File: config.mk
export PLATFORM = sky130hd
export DESIGN_NAME = gray_dec
export DESIGN_NICKNAME = d
export VERILOG_FILES = /design/src/rtl/gray_pkg.sv /design/src/rtl/gray2bin.sv /design/src/rtl/gray_dec.sv
export SDC_FILE = /design/constraint.sdc
export NUM_CORES = 1
export LEC_CHECK = 0
export BUFFER_PORTS_ARGS = -buffer_cell sky130_fd_sc_hd__buf_2
export CAP_MARGIN = 20
export CORE_ASPECT_RATIO = 0.8
export CORE_MARGIN = 4
export CORE_UTILIZATION = 24
export DETAILED_ROUTE_END_ITERATION = 8
export REMOVE_ABC_BUFFERS = 1
export SYNTH_ARGS = -nofsm -noshare
export SYNTH_HDL_FRONTEND = slang
export SYNTH_HIERARCHICAL = 1
export SYNTH_SLANG_ARGS = --single-unit
File: constraint.sdc
create_clock -name Clk -period 1.9 [get_ports Clk]
set_clock_uncertainty 0.05 [all_clocks]
set_input_delay 0.095 -clock Clk [delete_from_list [all_inputs] [get_ports Clk]]
set_output_delay 0.095 -clock Clk [all_outputs]
set_load 0.005 [all_outputs]
File: src/rtl/gray_pkg.sv
// Shared types and constants for the Gray-code count decoder.
package gray_pkg;

  typedef enum logic [1:0] {
    IDLE,
    TRACK,
    FAULT
  } state_t;

  localparam int unsigned DEFAULT_WIDTH = 3;
  localparam int unsigned WRAPCNT_W     = 8;

endpackage

File: src/rtl/gray2bin.sv
// Purely combinational Gray-to-binary converter, WIDTH bits wide.
module gray2bin #(
  parameter int unsigned WIDTH = 3
) (
  input  logic [WIDTH-1:0] gray,
  output logic [WIDTH-1:0] bin
);

  // Prefix XOR from the MSB downward: each binary bit folds in all higher Gray bits.
  always_comb begin
    bin = gray;
    for (int unsigned k = 1; k < WIDTH; k++) begin
      bin[WIDTH-1-k] = bin[WIDTH-k] ^ gray[WIDTH-1-k];
    end
  end

endmodule

File: src/rtl/gray_dec.sv
// Gray-code count tracker: decodes sampled Gray values, follows the count,
// flags roll-overs (Wrap/WrapCnt) and illegal steps (Err).
// Optional feature: define GRAY_DEC_STICKY_ERR_EN to make Err sticky until Reset.
module gray_dec
  import gray_pkg::*;
#(
  parameter int unsigned WIDTH = DEFAULT_WIDTH
) (
  input  logic                 Clk,
  input  logic                 Reset,
  input  logic                 Valid,
  input  logic [WIDTH-1:0]     Gray,
  output logic [WIDTH-1:0]     Bin,
  output logic                 Locked,
  output logic                 Wrap,
  output logic                 Err,
  output logic [WRAPCNT_W-1:0] WrapCnt
);

  state_t           state;
  logic [WIDTH-1:0] dec;
  logic [WIDTH-1:0] delta;
  logic             step_wrap;
  logic             step_bad;

  gray2bin #(.WIDTH(WIDTH)) u_gray2bin (
    .gray (Gray),
    .bin  (dec)
  );

  // Classify the incoming sample relative to the current reference while tracking.
  always_comb begin
    delta     = dec - Bin;
    step_wrap = 1'b0;
    step_bad  = 1'b0;
    if (Valid && (state == TRACK)) begin
      if (delta == WIDTH'(1)) begin
        step_wrap = (dec == '0);
      end else if (delta != '0) begin
        step_bad = 1'b1;
      end
    end
  end

  // FSM plus all registered outputs.
  always_ff @(posedge Clk or negedge Reset) begin
    if (!Reset) begin
      state   <= IDLE;
      Bin     <= '0;
      Locked  <= 1'b0;
      Wrap    <= 1'b0;
      Err     <= 1'b0;
      WrapCnt <= '0;
    end else begin
      Wrap <= step_wrap;
`ifdef GRAY_DEC_STICKY_ERR_EN
      if (step_bad) begin
        Err <= 1'b1;
      end
`else
      Err <= step_bad;
`endif
      if (step_wrap && (WrapCnt != '1)) begin
        WrapCnt <= WrapCnt + 1'b1;
      end
      if (Valid) begin
        case (state)
          IDLE: begin
            Bin    <= dec;
            state  <= TRACK;
            Locked <= 1'b1;
          end
          TRACK: begin
            if (step_bad) begin
              Bin    <= dec;
              state  <= FAULT;
              Locked <= 1'b0;
            end else if (delta == WIDTH'(1)) begin
              Bin <= dec;
            end
          end
          FAULT: begin
            Bin    <= dec;
            state  <= TRACK;
            Locked <= 1'b1;
          end
          default: begin
            state  <= IDLE;
            Locked <= 1'b0;
          end
        endcase
      end
    end
  end

endmodule

Word level (Yosys, flattened, before mapping)
Cells that the tools add are included.
{ "op_classes": {"addsub": 2, "eq_ne": 6, "n_mux": 12, "bitwise_logic": 2, "n_reduce_logical": 9} }
{ "op_table": {"columns": ["op", "n"], "rows": [
  ["$add 8x1->8 const B", 1],
  ["$ne 8x8->1 const B", 1],
  ["$mux 1", 6],
  ["$mux 3", 2],
  ["$pmux 3 s2", 1],
  ["$pmux 2 s2", 1],
  ["$eq 3x1->1 const B", 1],
  ["$logic_not 3->1", 1],
  ["$ne 3x2->1 const B", 1],
  ["$reduce_and 3->1", 1],
  ["$reduce_bool 3->1", 1],
  ["$sub 3x3->3", 1],
  ["$eq 2x1->1 const B", 1],
  ["$eq 2x2->1 const B", 1],
  ["$logic_and 1x1->1", 2],
  ["$logic_not 2->1", 1],
  ["$mux 2", 1],
  ["$ne 2x2->1 const B", 1],
  ["$pmux 1 s2", 1],
  ["$reduce_and 2->1", 1],
  ["$reduce_bool 2->1", 1],
  ["$reduce_or 2->1", 1],
  ["$xor 1x1->1", 2]
]} }
{ "totals": {"regBits": 16, "inputBits": 6, "out_inout_bits": 14} }

Longest topological paths before layout
Gate-level depths: netlist of the first run.
{ "logic_depth": {"word_depth": 9, "ltp_mapped": 8} }

Modules after synthesis
The synthesis of the first run kept the hierarchy.
{ "by_module_without_submodules": {"columns": ["module", "n_inst", "cells_per_inst", "area_each_um2", "seq_area_each_um2"], "rows": [
  ["gray_dec", 1, 64, 804.5, 400.4],
  ["gray2bin", 1, 3, 40.0, 0.0]
]} }

Least setup slack after synthesis of the first run
OpenSTA, ideal clock, no wires.
{ "synth_path": {"path_kind": "input-to-reg", "from": "in Gray[1]", "to": "reg WrapCnt[1]", "setup_ns": 0.125, "arrival_ns": 2.036, "slack_ns": -0.310, "path_stages": 8, "n_path_buf": 0, "cell_sequence": "xor3_1 inv_1 ha_1 fa_1 xnor3_2 nand4_4 nor2_1 mux2_2"} }
{ "synth_between": {"elab_chain_cells": 7, "word_cells_on_any_way": 8, "classes_between": "add/sub (1); eq/ne (1); mux (2); bitwise (2); reduce/logical (2)"} }
{ "synth_lines": {"columns": ["item", "line", "source"], "rows": [
  ["start: declaration", "gray_dec.sv:12", "input logic [WIDTH-1:0] Gray,"],
  ["$xor 1x1->1 *", "gray2bin.sv:13", "bin[WIDTH-1-k] = bin[WIDTH-k] ^ gray[WIDTH-1-k];"],
  ["$xor 1x1->1", "gray2bin.sv:13", null],
  ["$sub 3x3->3", "gray_dec.sv:33", "delta = dec - Bin;"],
  ["$eq 3x1->1", "gray_dec.sv:37", "if (delta == WIDTH'(1)) begin"],
  ["$mux 1 *", "gray_dec.sv:37", null],
  ["$mux 1 *", "gray_dec.sv:36", "if (Valid && (state == TRACK)) begin"],
  ["$logic_and 1x1->1 *", "gray_dec.sv:63", "if (step_wrap && (WrapCnt != '1)) begin"],
  ["end signal: assignment", "gray_dec.sv:64", "WrapCnt <= WrapCnt + 1'b1;"],
  ["end: declaration", "gray_dec.sv:17", "output logic [WRAPCNT_W-1:0] WrapCnt"]
]} }
Mark *: on every way between the ends. The rest lies on a longest branch, timed or not.
A chain may end at the register's enable or synchronous reset.

Worst setup path in the final report of the first run
{ "layout_path": {"from": "reg Bin[0]", "to": "reg WrapCnt[6]"} }
{ "layout_between": {"elab_chain_cells": 5} }
{ "layout_lines": {"columns": ["item", "line", "source"], "rows": [
  ["start: declaration", "gray_dec.sv:13", "output logic [WIDTH-1:0] Bin,"],
  ["start signal: assignment", "gray_dec.sv:49", "Bin <= '0;"],
  ["start signal: assignment", "gray_dec.sv:69", "Bin <= dec;"],
  ["start signal: assignment", "gray_dec.sv:75", "Bin <= dec;"],
  ["$sub 3x3->3", "gray_dec.sv:33", null],
  ["$eq 3x1->1", "gray_dec.sv:37", null],
  ["$mux 1", "gray_dec.sv:37", null],
  ["$mux 1", "gray_dec.sv:36", null],
  ["$logic_and 1x1->1", "gray_dec.sv:63", null]
]} }
Every way passes these cells.

==> results.toml, run 1 <==
[global_route]
grt_start_max_net_pins = 17
antenna_found_initial = 0
grt_overflow = 0
grt.total_usage_pct = 9.31
grt_pass1_vias = 654
grt_pass1_wl_mm = 3.10

[clock_tree]
clock_path_buffers = 2
cts_tree = "done"
cts.sinks = 16
cts.clk_slew.worst_paths_ns = 0.07
htreeDepth = 1
clock_latency_ns = 0.26
cts_root_buf = "clkbuf_8"
cts-buffers-inserted = 3

[power]
p_leak_nw = 0.650
peakVddDrop_mv = 0.429
finalPower_mw = 1.54
power_density_nw_per_um2 = 1230

[synth]
yosysUniqueCellTypes = 29
synth_seq_area_share_pct = 47.4
synth_top_family_by_area = "simple AND/OR/NAND/NOR gates"
yosysWarnings = 6
synth_fa_ha_area_share_pct = 5.33
yosys.area.top_type = "dfrtp_1"
synthSimpleGateAreaFrac_pct = 18.4
synth_area_um2 = 845
avgSynthCellArea_um2 = 12.6
muxShareOfSynthArea_pct = 5.33
yosysTopAreaCellShare_pct = 47.4
ys_ff_latch = 16
synth_xor_area_share_pct = 13.9
synth_cells = 67
synth_compound_area_share_pct = 6.07
synth_area_leaders = "dfrtp_1, xor2_1, nor4_2, mux2_1, ha_1"

[timing]
finalHoldViolCount = 0
slew_violations = 0
final-setup-viol-count = 14
fin_crit_ns = 2.09
setup_tns_ns = -1.07
max-slew-margin-rel_pct = 58.6
timing.final.ws_setup_ns = -0.186
period_share_pct = 110
max_clock_freq_mhz = 479
rsz0062_at_grt = "true"
worst_pin_slew_ns = 0.620

[worst_setup_path]
worstPathBufferInverterCount = 0
critPathLaunchType = "flop"
worstPathArrival_ns = 2.21
slowest_stage = "dfrtp_1"
cp_num_cells = 6
critPathKind = "reg -> reg"
path_cells = "ha_2 -> fa_2 -> xnor3_2 -> nand4_4 -> nor4b_2 -> xor2_1"
critical-path-max-stage-delay_ns = 0.38
end_kind = "flop"
r2r_cells = 6
critPathMaxFanout = 7
cp_top_family = "simple AND/OR/NAND/NOR gates"
crit_required_ns = 2.03

[cells_and_area]
multi_input_area_um2 = 507
final_util_pct = 39.1
area_growth_syn_to_layout_pct = 49.0
stdcell_count = 144
area.sequential_um2 = 400
finalNetCount = 114
insertedDiodeCount = 0
fillCellCount = 318
drive_gt1_share_pct = 55.8

[placed_design]
hpwl_mm = 1.34
io_buffers = 19
dp.cells = 133
gp_congestion = 0.696

[die]
initial_core_util_pct = 26.2
die_w_um = 74.3
fp.dieArea_um2 = 4540
die_y_um = 61.1
row_count = 18
io_pins = 20
coreArea_um2 = 3220

[routing]
wire_per_inst_um = 13.6
drc_errors = 0
via_count = 650
drtPass1Iterations = 2
viasPerCell = 4.51
route.antenna.remaining_nets = 0
drtIter0Drc = 26
totalWireLength_mm = 1.96

[flow_run]
cap_viol_max_count = 0

[hold_path]
min_path_type = "in -> reg"
hold_depth = 3

[run_status]
violations = "setup timing"
outcome = "complete, but fails checks"
==> final cells by class <==
cell class | instances | area share [%]
Multi-Input combinational cell | 44 | 40.3
Sequential cell | 16 | 31.8
Timing Repair Buffer | 34 | 17.8
Clock buffer | 4 | 4.37
Tap cell | 40 | 3.98
Inverter | 6 | 1.79
==> layer usage <==
metal / track usage, % / wire (um) / vias up
li1: - / - / 312
met1: 11.7 / 837 / 322
met2: 13.9 / 973 / 12
met3: 4.40 / 113 / 4
met4: 3.81 / 40 / 0
met5: 0 / 0 / -
==> logic make-up (layout without fill, tap and decap cells) <==
group / Yosys count / count (layout)
xor+xnor: 10 / 10
fa+ha+maj: 3 / 3
flops: 16 / 16
mux: 4 / 4
buf+inv: 7 / 44
compound gates: 7 / 7
simple gates: 20 / 20
==> registers in the layout (all words and copies together) (netlist names) <==
name	cells
Bin	3
Err	1
Locked	1
Wrap	1
WrapCnt	8
state	2
==> layout by cell type, fill, tap and decap left out, drive strengths merged, types with 2 or more instances in the layout <==
cell,netlist,layout
buf,1,33
dfrtp,16,16
xor2,8,8
inv,6,6
nand3,5,5
mux2,4,4
clkbuf,0,4
nor4,3,3
nand2,2,2
nand4,2,2
nor2,2,2
nor3,2,2
ha,2,2
==> worst reg2reg max path, delay by kind of cell (launching register included) <==
family,cells,cell delay (ns)
xor gates and xnor gates,2,0.51
DFF,1,0.38
adders and majority gates,2,0.51
and+or+nand+nor,2,0.57
==> through the flow <==
stage | cell area (um^2) | hold WS, ns | setup WS, ns
after detailed placement | 1040 | -0.0101 | -0.466
after global routing | 1260 | 0.168 | -0.269
after floorplan | 837 | -0.251 | -0.310
after global placement | 1040 | -0.0138 | -0.394
final | 1260 | 0.150 | -0.186
after CTS | 1180 | 0.136 | -0.121
==> synthesized netlist by cell type, drive strengths merged <==
cell,count
dfrtp,16
xor2,8
inv,6
nand3,5
mux2,4
nor4,3
ha,2
nand2,2
nand4,2
nor2,2
nor3,2
a21o,1
a21oi,1
a31oi,1
and2,1
and3b,1
buf,1
fa,1
nor3b,1
nor4b,1
o211a,1
o21a,1
o21ai,1
o22ai,1
xnor3,1
xor3,1
==> repair_timing <==
| action | 4_1_cts | 5_1_grt |
|---|---|---|
| hold buffers | 1 | 0 |
| gates resized for setup | 13 | 9 |
| hold endpoints to repair | 16 | 0 |
| setup endpoints to repair | 11 | 13 |
| pin swaps | 6 | 3 |
| buffers inserted | 2 | 4 |
==> worst paths after layout <==
kind,from,end,slack [ns]
max reg2reg,Bin[0]$_DFFE_PN0P_,WrapCnt[6]$_DFFE_PN0P_,-0.19
max,Bin[0]$_DFFE_PN0P_,WrapCnt[6]$_DFFE_PN0P_,-0.19
min reg2reg,WrapCnt[7]$_DFFE_PN0P_,WrapCnt[7]$_DFFE_PN0P_,0.44
max in group asynchronous,Reset,WrapCnt[0]$_DFFE_PN0P_,1.28
min in group asynchronous,Reset,WrapCnt[2]$_DFFE_PN0P_,0.24
min,Valid,state[0]$_DFFE_PN0P_,0.15
==> where the power goes <==
| group | switching [mW] | internal (mW) | total (mW) |
|---|---|---|---|
| registers | 0.0849 | 0.427 | 0.512 |
| logic | 0.312 | 0.409 | 0.721 |
| clock network | 0.124 | 0.184 | 0.309 |
| total | 0.522 | 1.02 | 1.54 |
Note: power is estimated with default switching activity, not from simulation.
==> inputs of run 2 (changes only) <==
--- a/config.mk
+++ b/config.mk
@@ -12,7 +12,9 @@
 export CORE_UTILIZATION = 24
 export DETAILED_ROUTE_END_ITERATION = 8
 export REMOVE_ABC_BUFFERS = 1
+export SETUP_SLACK_MARGIN = 0.05
 export SYNTH_ARGS = -nofsm -noshare
 export SYNTH_HDL_FRONTEND = slang
 export SYNTH_HIERARCHICAL = 1
 export SYNTH_SLANG_ARGS = --single-unit
+export TNS_END_PERCENT = 5
==> results.toml, run 2 (synthesis results as in run 1) <==
[worst_setup_path]
r2r_cells = 6
critPathMaxFanout = 7
slowest_stage = "dfrtp_1"
crit_start = "Bin[0]$_DFFE_PN0P_"
critPathLaunchType = "flop"
r2r-end = "WrapCnt[1]$_DFFE_PN0P_"
path_cells = "ha_2 -> fa_2 -> xnor3_2 -> nand4_4 -> nor2_2 -> mux2_2"
critical-path-max-stage-delay_ns = 0.38
worstPathArrival_ns = 2.10
end_kind = "flop"
crit_required_ns = 1.98
critPathKind = "reg -> reg"
regToRegStartpoint = "Bin[0]$_DFFE_PN0P_"
ff2ff_setup_slack_ns = -0.12
critPathCapture = "WrapCnt[1]$_DFFE_PN0P_"

[cells_and_area]
finalNetCount = 111
regMostFlops = "WrapCnt"
final_util_pct = 37.2
area_growth_syn_to_layout_pct = 41.8
fillCellCount = 323
area.sequential_um2 = 400
reg_top3 = "WrapCnt: 8 flops, Bin: 3 flops, state: 2 flops"
multi_input_area_um2 = 475
final_common_cell = "buf_2"
largest_reg_flops = 8
layout_common_cells = "buf_2, dfrtp_1, buf_4"
insertedDiodeCount = 0
drive_gt1_share_pct = 53.5

[power]
power_density_nw_per_um2 = 1270
clock_power_share_pct = 20.0
combPwrFrac_pct = 46.5
peakVddDrop_mv = 0.427
pwr-share-seq_pct = 33.5
p_leak_nw = 0.632
finalPower_mw = 1.53
p_int_mw = 1.01
switching_share_pct = 33.5
p_switching_mw = 0.511

[timing]
max-slew-margin-rel_pct = 71.0
period_share_pct = 106
max_clock_freq_mhz = 495
fin_crit_ns = 2.02
rsz0062_at_grt = "true"
whs_ns = 0.154
slew_violations = 0
timing.final.ws_setup_ns = -0.119
finalHoldViolCount = 0
final-setup-viol-count = 12
worst_pin_slew_ns = 0.434

[flow_run]
cap_viol_max_count = 0

[die]
io_pins = 20
initial_core_util_pct = 26.2
die_y_um = 61.1
coreArea_um2 = 3220
fp.dieArea_um2 = 4540
die_w_um = 74.3
row_count = 18

[clock_tree]
cts.clk_slew.worst_paths_ns = 0.06
cts_root_buf = "clkbuf_8"
cts.sinks = 16
htreeDepth = 1
clock_latency_ns = 0.25
clock_path_buffers = 2
cts-buffers-inserted = 3
cts_tree = "done"

[global_route]
grt_start_max_net_pins = 17
grt.total_usage_pct = 9.17
grt_overflow = 0
grt_pass1_vias = 653
antenna_found_initial = 0
grt_pass1_wl_mm = 3.05

[placed_design]
hpwl_mm = 1.34
dp_slack_ns = -0.466
gp_congestion = 0.696
io_buffers = 19

[routing]
drc_errors = 0
viasPerCell = 4.48
route.antenna.remaining_nets = 0
drtIter0Drc = 38
totalWireLength_mm = 1.79
drtPass1Iterations = 3
via_count = 631
wire_per_inst_um = 12.7

[run_status]
outcome = "complete, but fails checks"
violations = "setup timing"

[hold_path]
min_path_type = "in -> reg"
hp-start = "Valid"
==> run 2: final cells by class <==
type	instances	area share (%)
flip-flops and latches	16	33.4
inverters	6	1.88
well taps	40	4.18
repair buffers	31	16.2
clock buffers	4	4.60
multi-input cells	44	39.7
==> run 2: worst min-delay path by stage <==
stage                           end  slack, ns  cells past startpoint
3_5_place_dp          Err$_DFF_PN0_      -0.01                      1
4_1_cts        state[0]$_DFFE_PN0P_       0.14                      3
6_report       state[0]$_DFFE_PN0P_       0.15                      3
3_3_place_gp   state[1]$_DFFE_PN0P_      -0.01                      1
5_1_grt        state[0]$_DFFE_PN0P_       0.17                      3
2_1_floorplan    Bin[0]$_DFFE_PN0P_      -0.25                      0
==> run 2: stage by stage <==
stage	setup TNS, ns	cells	cell area, um^2
2_1_floorplan	-1.98	66	837
3_3_place_gp	-4.03	133	1040
3_5_place_dp	-4.95	133	1040
4_1_cts	-0.869	140	1180
5_1_grt	-2.04	141	1200
6_report	-0.792	141	1200
==> run 2: layer usage <==
metal  GRT usage (%)  part of all wire [%]
met3            4.40                   5.9
met2            13.9                    47
met1            11.3                    46
met4            3.81                  0.78
met5               0                     0
==> run 2: timing repair <==
action | 4_1_cts | 5_1_grt
hold endpoints to repair | 16 | 0
setup buffers | 2 | 1
endpoints found under the setup margin | 11 | 14
hold buffers | 1 | 0
pin swaps | 5 | 1
resized for setup | 12 | 3
==> run 2: power by group through the flow <==
stage / sequential (mW) / combinational, mW / clock [mW]
final: 0.512 / 0.709 / 0.305
after global routing: 0.530 / 0.764 / 0.327
after CTS: 0.514 / 0.666 / 0.317
after detailed placement: 0.511 / 0.493 / 0
after global placement: 0.511 / 0.474 / 0
after floorplan: 0.508 / 0.294 / 0
==> run 2: critical path: cells and delay by family (launching register included) <==
kind,cells,cell delay (ns)
DFF,1,0.38
muxes,1,0.33
and+or+nand+nor,2,0.33
adders and majority gates,2,0.51
xor gates and xnor gates,1,0.31
